<file path="config.mk">
export PLATFORM = sky130hd
export DESIGN_NAME = trap_controller
export DESIGN_NICKNAME = d
export VERILOG_FILES = /design/src/rtl/cotm32_priv_pkg.sv /design/src/rtl/irq_arbiter.sv /design/src/rtl/trap_controller.sv
export SDC_FILE = /design/constraint.sdc
export NUM_CORES = 1
export LEC_CHECK = 0
export CAP_MARGIN = 20
export CORE_AREA = 2 2 120 122
export CTS_CLUSTER_SIZE = 20
export DETAILED_ROUTE_END_ITERATION = 8
export DIE_AREA = 0 0 122 124
export GPL_TIMING_DRIVEN = 0
export HOLD_SLACK_MARGIN = 0.1
export PLACE_DENSITY_LB_ADDON = 0.12
export REMOVE_ABC_BUFFERS = 1
export SLEW_MARGIN = 15
export SYNTH_ARGS = -nofsm -noshare
export SYNTH_HDL_FRONTEND = slang
export SYNTH_SLANG_ARGS = --single-unit
</file>
<file path="constraint.sdc">
create_clock -name i_clk -period 4.1 [get_ports i_clk]
set_clock_uncertainty 0.15 [all_clocks]
set_input_delay 0.41 -clock i_clk [delete_from_list [all_inputs] [get_ports i_clk]]
set_output_delay 0.41 -clock i_clk [all_outputs]
set_load 0.005 [all_outputs]
</file>
<file path="src/rtl/cotm32_priv_pkg.sv">
// Privilege/trap types shared by the cotm32 trap controller and its interrupt arbiter.
// Cause constants and the irq_select priority encoder live here so WFI wakeup logic can reuse them.
package cotm32_priv_pkg;

   localparam int XLEN  = 32;
   localparam int MXLEN = 32;

   typedef enum logic [1:0] {
      PRIV_U = 2'b00,
      PRIV_S = 2'b01,
      PRIV_M = 2'b11
   } priv_mode_t;

   typedef struct packed {
      logic             irq;
      logic [MXLEN-2:0] code;
   } trap_cause_t;

   typedef enum logic [1:0] {
      IDLE,
      TRAP_SAVE,
      TRAP_JUMP,
      RET_JUMP
   } trap_state_t;

   localparam trap_cause_t TRAP_CAUSE_M_SOFT_INT  = {1'b1, 31'd3};
   localparam trap_cause_t TRAP_CAUSE_M_TIMER_INT = {1'b1, 31'd7};
   localparam trap_cause_t TRAP_CAUSE_M_EXT_INT   = {1'b1, 31'd11};

   // pending = {MEI, MSI, MTI}; MEI wins, then MSI, then MTI.
   function automatic trap_cause_t irq_select(input logic [2:0] pending);
      trap_cause_t cause;
      cause = '0;
      if (pending[2])      cause = TRAP_CAUSE_M_EXT_INT;
      else if (pending[1]) cause = TRAP_CAUSE_M_SOFT_INT;
      else if (pending[0]) cause = TRAP_CAUSE_M_TIMER_INT;
      return cause;
   endfunction

endpackage

</file>
<file path="src/rtl/irq_arbiter.sv">
// Combinational priority encoder from the masked machine interrupt pending vector to an mcause value.
module irq_arbiter
   import cotm32_priv_pkg::*;
(
   input  logic [2:0]  i_irq_pending,
   output logic        o_irq_any,
   output trap_cause_t o_irq_cause
);

   assign o_irq_any   = |i_irq_pending;
   assign o_irq_cause = irq_select(i_irq_pending);

endmodule

</file>
<file path="src/rtl/trap_controller.sv">
// Commit-point trap/MRET sequencer for cotm32: arbitrates interrupts vs exceptions vs MRET,
// strobes the CSR file, redirects fetch and owns privilege. COTM32_TRAP_VECTORED_EN enables vectored mtvec.
module trap_controller
   import cotm32_priv_pkg::*;
#(
   parameter priv_mode_t RESET_PRIV = PRIV_M
) (
   input  logic              i_clk,
   input  logic              i_rst_n,
   input  logic              i_inst_valid,
   input  logic [XLEN-1:0]   i_pc,
   input  logic              i_exception_req,
   input  trap_cause_t       i_exception_cause,
   input  logic [MXLEN-1:0]  i_exception_tval,
   input  logic              i_mret,
   input  logic [2:0]        i_irq_pending,
   input  logic              i_mstatus_mie,
   input  priv_mode_t        i_mstatus_mpp,
   input  logic [MXLEN-1:0]  i_mtvec,
   input  logic [MXLEN-1:0]  i_mepc,
   output logic              o_kill,
   output logic              o_stall,
   output logic              o_csr_trap_we,
   output logic [MXLEN-1:0]  o_trap_mepc,
   output trap_cause_t       o_trap_mcause,
   output logic [MXLEN-1:0]  o_trap_mtval,
   output logic              o_csr_mret_we,
   output logic              o_redirect,
   output logic [XLEN-1:0]   o_redirect_pc,
   output priv_mode_t        o_priv_mode
);

   trap_state_t      state_q,  state_d;
   priv_mode_t       priv_q,   priv_d;
   logic [MXLEN-1:0] mepc_q,   mepc_d;
   trap_cause_t      mcause_q, mcause_d;
   logic [MXLEN-1:0] mtval_q,  mtval_d;

   logic             irq_any;
   trap_cause_t      irq_cause;
   logic             irq_en;
   logic [XLEN-1:0]  trap_base;
   logic [XLEN-1:0]  trap_target;
   logic             unused_mode_bits;

   irq_arbiter u_irq_arbiter (
      .i_irq_pending (i_irq_pending),
      .o_irq_any     (irq_any),
      .o_irq_cause   (irq_cause)
   );

   // U-mode code is always interruptible by M-mode interrupts regardless of MIE.
   assign irq_en    = (i_mstatus_mie | (priv_q == PRIV_U)) & irq_any;
   assign trap_base = {i_mtvec[MXLEN-1:2], 2'b00};

`ifdef COTM32_TRAP_VECTORED_EN
   assign trap_target = ((i_mtvec[1:0] == 2'b01) && mcause_q.irq)
                      ? trap_base + {mcause_q.code[MXLEN-3:0], 2'b00}
                      : trap_base;
`else
   assign trap_target = trap_base;
`endif

   assign unused_mode_bits = ^{i_mtvec[1:0], i_mepc[1:0]};

   always_comb begin
      state_d       = state_q;
      priv_d        = priv_q;
      mepc_d        = mepc_q;
      mcause_d      = mcause_q;
      mtval_d       = mtval_q;
      o_kill        = 1'b0;
      o_stall       = 1'b0;
      o_csr_trap_we = 1'b0;
      o_csr_mret_we = 1'b0;
      o_redirect    = 1'b0;
      o_redirect_pc = '0;
      unique case (state_q)
         IDLE: begin
            if (i_inst_valid) begin
               if (irq_en) begin
                  o_kill   = 1'b1;
                  mepc_d   = i_pc;
                  mcause_d = irq_cause;
                  mtval_d  = '0;
                  state_d  = TRAP_SAVE;
               end else if (i_exception_req) begin
                  o_kill   = 1'b1;
                  mepc_d   = i_pc;
                  mcause_d = i_exception_cause;
                  mtval_d  = i_exception_tval;
                  state_d  = TRAP_SAVE;
               end else if (i_mret) begin
                  o_kill   = 1'b1;
                  state_d  = RET_JUMP;
               end
            end
         end
         TRAP_SAVE: begin
            o_csr_trap_we = 1'b1;
            o_stall       = 1'b1;
            state_d       = TRAP_JUMP;
         end
         TRAP_JUMP: begin
            o_redirect    = 1'b1;
            o_stall       = 1'b1;
            o_redirect_pc = trap_target;
            priv_d        = PRIV_M;
            state_d       = IDLE;
         end
         RET_JUMP: begin
            o_csr_mret_we = 1'b1;
            o_redirect    = 1'b1;
            o_stall       = 1'b1;
            o_redirect_pc = {i_mepc[XLEN-1:2], 2'b00};
            // MPP is sampled before the CSR file consumes the MRET strobe.
            priv_d        = i_mstatus_mpp;
            state_d       = IDLE;
         end
         default: state_d = IDLE;
      endcase
   end

   always_ff @(posedge i_clk or negedge i_rst_n) begin
      if (!i_rst_n) begin
         state_q  <= IDLE;
         priv_q   <= RESET_PRIV;
         mepc_q   <= '0;
         mcause_q <= '0;
         mtval_q  <= '0;
      end else begin
         state_q  <= state_d;
         priv_q   <= priv_d;
         mepc_q   <= mepc_d;
         mcause_q <= mcause_d;
         mtval_q  <= mtval_d;
      end
   end

   assign o_trap_mepc   = mepc_q;
   assign o_trap_mcause = mcause_q;
   assign o_trap_mtval  = mtval_q;
   assign o_priv_mode   = priv_q;

endmodule

</file>
==> flow_summary.toml, run 1 <==
[synthesis]
synthAdderAreaFrac_pct = 0
async_flop_share_pct = 100
ys.warnings.count = 0
synthDistinctLibCells = 33
synth-edff-count = 0
synth_compound_area_share_pct = 15.3
avgSynthCellArea_um2 = 13.6
yosysTopAreaCellShare_pct = 56.6
muxShareOfSynthArea_pct = 15.5
syn_inst = 319
yosysTopAreaCell = "dfrtp_1"
syn_area_um2 = 4330
synthTopCellsByArea = "dfrtp_1, a22o_1, mux2_2, mux2i_1, nor2b_1"
synth_top_family_by_area = "multiplexers"
yosys.area_share.simple_pct = 6.01
ys.flop_type = "dfrtp_1"
ys_seq_area_share_pct = 57.9
synth_xor_area_share_pct = 0
ys_seq_elements = 100

[clock_tree]
cts_max_level = 3
numCtsBuffers = 9
clock_latency_ns = 0.34
clockRootBuffer = "clkbuf_16"
post_cts_buffers = 0
cts.reportedPaths.clkPinSlew_ns = 0.07
cts.path.max_buffers = 2
cts_tree = "done"
clkSinkCount = 100

[timing]
fin_crit_ns = 2.84
tns_ns = 0
whs_ns = 0.339
slew_violations = 0
slew_headroom_pct = 34.3
timing.final.ws_setup_ns = 1.26
rsz0062_at_grt = "false"
tightest_slew_ns = 0.985
finalSetupViolations = 0
period_share_pct = 69.3
hold_viol = 0
fmax_ghz = 0.352

[critical_path]
r2r-start = "state_q[1]$_DFFE_PN0P_"
worst_path_max_delay_cell = "dfrtp_1"
r2r_setup_slack_ns = 1.60
crit_path_start_kind = "flip-flop"
worstSetupPathDepth = 3
cp.arrival_ns = 2.28
crit_required_ns = 3.54
slowest_delay_ns = 0.75
cp_max_fo = 38
path_class = "flip-flop to output port"
crit_chain = "nor3b_4 -> o21a_1 -> clkdlybuf4s50_1"
r2r.worst_path.cells = 5
reg2reg_to = "o_trap_mepc[7]$_DFFE_PN0P_"
critical_path_buf_inv_count = 1
endpoint_kind = "output port"
crit_family = "flip-flops"

[pwr]
power_density_nw_per_um2 = 443
ir_drop_uv = 239
power_mw = 3.48
p_leak_nw = 3.27

[global_route]
antenna_found_initial = 0
grt_overflow = 0
grtUsageTotal_pct = 17.8
grt_pass1_wl_um = 20700
grt_pass1_vias = 3919
grt_start_max_net_pins = 65

[placed_design]
placed_cell_area_um2 = 7540
pre_cts_ws_ns = 1.34
hpwlAfterDp_um = 10600
place_congestion = 0.751
numPlacedInstances = 777
io_buffers = 299

[layout]
fin_util_pct = 57.2
antenna_cells = 0
drive_gt1_share_pct = 10.4
fill_cells = 1172
fin_area_um2 = 7850
nNetsFinal = 780
fin_cells = 794
syn2layout_area_growth_pct = 81.4

[detailed_routing]
ant_nets = 0
viasPerCell = 4.67
drc = 0
drtPass1Iterations = 4
drt-total-wl_um = 13900
routedWlPerCell_um = 17.6
drt-initial-drc-count = 130
vias = 3711

[min_path]
hold_depth = 1
min_path_type = "flip-flop to flip-flop"
hold_end = "o_trap_mepc[6]$_DFFE_PN0P_"
min_from = "o_trap_mepc[6]$_DFFE_PN0P_"

[floorplan]
fp.dieW_um = 122
core_area_um2 = 13700
ios = 306
die_area_um2 = 15100
start_util_pct = 31.6
row_count = 43
die_y_um = 124

[outcome]
status = "complete, no violations"

[run]
drv_cap = 0
## sequential cells by signal (all words and copies together), names as in the netlist
name           flops
o_priv_mode        2
o_trap_mtval      32
o_trap_mepc       32
state_q            2
o_trap_mcause     32
## what timing repair did
action                                 4_1_cts  5_1_grt
gates resized for setup                      0        0
endpoints found under the hold margin       34        0
hold buffers                                 1        0
## worst max path at each step
| stage | start | to | slack (ns) |
|---|---|---|---|
| final | state_q[1]$_DFFE_PN0P_ | o_kill | 1.26 |
| after global routing | state_q[1]$_DFFE_PN0P_ | o_kill | 1.06 |
| after CTS | state_q[1]$_DFFE_PN0P_ | o_kill | 1.22 |
| after detailed placement | i_irq_pending[2] | o_trap_mepc[5]$_DFFE_PN0P_ | 1.34 |
| after global placement | i_rst_n | o_trap_mtval[6]$_DFFE_PN0P_ | -1.31 |
| after floorplan | state_q[0]$_DFFE_PN0P_ | o_trap_mcause[0]$_DFFE_PN0P_ | 1.21 |
## cell families (layout without fill, tap and decap cells)
group,Yosys count,in the layout
other,1,2
AND/OR/NAND/NOR,41,41
AO/OA/AOI/OAI,76,76
flip-flops,100,100
multiplexers,63,63
buffers and inverters,38,332
## per-layer routing
metal  global-route usage (%)  part of all wire [%]
met5                        0                     0
met3                     7.42                    12
met4                     7.11                   1.8
met1                     18.8                    36
met2                     31.5                    50
## synth_stat cells (all sizes together) (2+ instances only)
| cell | count |
|---|---|
| buf | 23 |
| clkbuf | 5 |
| a22o | 59 |
| dfrtp | 98 |
| o21a | 2 |
| nand2 | 2 |
| or2 | 3 |
| nor2 | 3 |
| dfstp | 2 |
| mux2i | 30 |
| a22oi | 3 |
| mux2 | 33 |
| o22a | 2 |
| inv | 10 |
| nor2b | 30 |
## placed cells by master (no fill, tap or decap), types with 2 or more instances in the layout
master           Yosys  layout
dfstp_2              2       2
clkinv_2             0       2
nor2b_1             30      30
dfrtp_1             98      97
clkbuf_16            0       9
mux2i_1             30      30
mux2_2              30      30
nand2_1              2       2
a22o_1              59      59
o21a_1               2       2
buf_16               0       6
conb_1               1       2
nor2_1               3       3
or2_2                3       3
clkinvlp_4           0       2
o22a_1               2       2
clkdlybuf4s50_1      0     298
mux2_1               3       3
inv_1               10      10
a22oi_1              3       3
## power by group
| part | leakage [nW] | switching (mW) | internal [mW] |
|---|---|---|---|
| Clock | 0.144 | 0.367 | 0.489 |
| Combinational | 1.88 | 0.374 | 0.864 |
| Sequential | 1.25 | 0.157 | 1.23 |
| Total | 3.27 | 0.898 | 2.58 |
## final cells by class
class                           count  area, µm²  area share, %
Clock buffer                       10        239           3.04
Clock inverter                      6       63.8          0.813
Inverter                           10       37.5          0.478
Multi-Input combinational cell    182       1610           20.5
Sequential cell                   100       2510           31.9
Tap cell                          180        225           2.87
Timing Repair Buffer              306       3170           40.4
Note: power is estimated with default switching activity, not from simulation.
==> inputs of run 2 (changes only) <==
--- a/config.mk
+++ b/config.mk
@@ -6,10 +6,10 @@
 export NUM_CORES = 1
 export LEC_CHECK = 0
 export CAP_MARGIN = 20
-export CORE_AREA = 2 2 120 122
+export CORE_AREA = 2 2 118 120
 export CTS_CLUSTER_SIZE = 20
 export DETAILED_ROUTE_END_ITERATION = 8
-export DIE_AREA = 0 0 122 124
+export DIE_AREA = 0 0 120 122
 export GPL_TIMING_DRIVEN = 0
 export HOLD_SLACK_MARGIN = 0.1
 export PLACE_DENSITY_LB_ADDON = 0.12
==> constraint.sdc (replaced) <==
create_clock -name i_clk -period 2.69 [get_ports i_clk]
set_clock_uncertainty 0.15 [all_clocks]
set_input_delay 0.269 -clock i_clk [delete_from_list [all_inputs] [get_ports i_clk]]
set_output_delay 0.269 -clock i_clk [all_outputs]
set_load 0.005 [all_outputs]
==> run 2 against run 1 <==
Effect of this change: core utilization grew 0.43 points; flip-flop and latch count is the same; global-route usage grew 0.67 points; critical endpoint unchanged; largest power group unchanged; die area shrank 3.2%; register-to-register slack lost 1.4 ns; wire length shrank 1.8%; sequential share of layout area grew 0.28 points; cell area shrank 0.83%; clock-buffer cell count shrank 1; power grew 47%; sequential power grew 52%.
==> flow_summary.toml, run 2 (same netlist as run 1, synthesis figures left out) <==
[outcome]
status = "complete, no violations"

[floorplan]
die_area_um2 = 14600
row_count = 43
ios = 306
fp.dieW_um = 120
die_y_um = 122
start_util_pct = 32.1
core_area_um2 = 13500

[layout]
final_common_cell = "clkdlybuf4s50_1"
final_cell_mix = "clkdlybuf4s50_1, dfrtp_1, a22o_1"
drive_gt1_share_pct = 10.3
fin_area_um2 = 7790
multi_input_area_um2 = 1610
nNetsFinal = 780
register_area_um2 = 2510
fin_cells = 792
syn2layout_area_growth_pct = 79.9
fill_cells = 1118
antenna_cells = 0

[timing]
slew_headroom_pct = 50.6
rsz0062_at_grt = "false"
finalSetupViolations = 0
hold_viol = 0
slew_violations = 0
fmax_ghz = 0.397
tightest_slew_ns = 0.741
fin_crit_ns = 2.52
timing.final.ws_setup_ns = 0.171
whs_ns = 0.216
period_share_pct = 93.6

[min_path]
min_path_type = "input port to async pin"

[critical_path]
path_class = "flip-flop to output port"
crit_chain = "nor3b_4 -> o21a_1 -> clkdlybuf4s50_1"
crit_required_ns = 2.27
slowest_delay_ns = 0.61
crit_path_start_kind = "flip-flop"
r2r.worst_path.cells = 6
worst_path_max_delay_cell = "dfrtp_2"
endpoint_kind = "output port"
cp_max_fo = 38
cp.arrival_ns = 2.10

[pwr]
power_mw = 5.13
power_density_nw_per_um2 = 658
ir_drop_uv = 500
p_leak_nw = 3.25

[clock_tree]
clock_latency_ns = 0.34
cts.reportedPaths.clkPinSlew_ns = 0.07
cts.path.max_buffers = 2
cts_max_level = 3
clockRootBuffer = "clkbuf_16"
numCtsBuffers = 9
clkSinkCount = 100
cts_tree = "done"

[global_route]
grt_pass1_vias = 3793
grt_start_max_net_pins = 72
antenna_found_initial = 0
grt_pass1_wl_um = 20900
grtUsageTotal_pct = 18.5
grt_overflow = 0

[placed_design]
place_congestion = 0.759
placed_cell_area_um2 = 7520
io_buffers = 299
numPlacedInstances = 777
hpwlAfterDp_um = 10400
pre_cts_ws_ns = -0.134

[detailed_routing]
drt-total-wl_um = 13700
wl_met1_um = 5510
vias = 3691
drc = 0
drtPass1Iterations = 4
viasPerCell = 4.66
drt-initial-drc-count = 136
routedWlPerCell_um = 17.3
wl_met3_um = 1260
ant_nets = 0
wl_met2_um = 6710
top_layer = "met4"

[run]
drv_cap = 0
-- run 2: report_power, final --
group	switching (mW)	leakage, nW	internal [mW]	total, mW
sequential	0.232	1.25	1.87	2.11
combinational	0.560	1.87	1.31	1.87
clock	0.540	0.127	0.613	1.15
total	1.33	3.25	3.79	5.13
-- run 2: per-stage QoR --
stage / TNS (ns) / util, %
floorplan: -16.65 / -
CTS: 0 / 57.7
global placement: -358.69 / 54.5
global route: 0 / 57.7
detailed placement: -1.16 / 55.7
finish: 0 / 57.7
-- run 2: final timing paths --
kind | end | start | slack (ns)
min | o_trap_mtval[31]$_DFFE_PN0P_ | i_rst_n | 0.22
min reg2reg | o_trap_mepc[6]$_DFFE_PN0P_ | o_trap_mepc[6]$_DFFE_PN0P_ | 0.35
max | o_kill | state_q[1]$_DFFE_PN0P_ | 0.17
min in group i_clk | o_trap_mcause[0]$_DFFE_PN0P_ | i_exception_cause[0] | 0.32
max reg2reg | o_trap_mepc[3]$_DFFE_PN0P_ | o_priv_mode[1]$_DFFE_PN1P_ | 0.21
max in group asynchronous | o_trap_mcause[13]$_DFFE_PN0P_ | i_rst_n | 1.54
-- run 2: repair_timing --
action                                  CTS  global route
endpoints found under the setup margin   10             0
gates resized for setup                   1             0
buffers inserted                          0             0
hold endpoints to repair                100             0
hold buffers                              1             0
-- run 2: per-layer routing --
metal	global-route usage, %	vias to the layer above
li1	-	1731
met4	5.44	0
met1	22.2	1774
met2	30.2	170
met3	8.01	16
met5	0	-
-- run 2: cell type report --
cell class,count,area share [%]
clock inverters,5,0.402
flip-flops and latches,100,32.2
clock buffers,9,2.89
inverters,10,0.482
well taps,180,2.89
repair buffers,306,40.4
multi-input cells,182,20.7
-- run 2: critical path: cells and delay by family, from the launching register on --
family,cells,cell delay [ns]
AO/OA/AOI/OAI,1,0.19
buffers and inverters,1,0.52
AND/OR/NAND/NOR,1,0.43
flip-flops,1,0.61
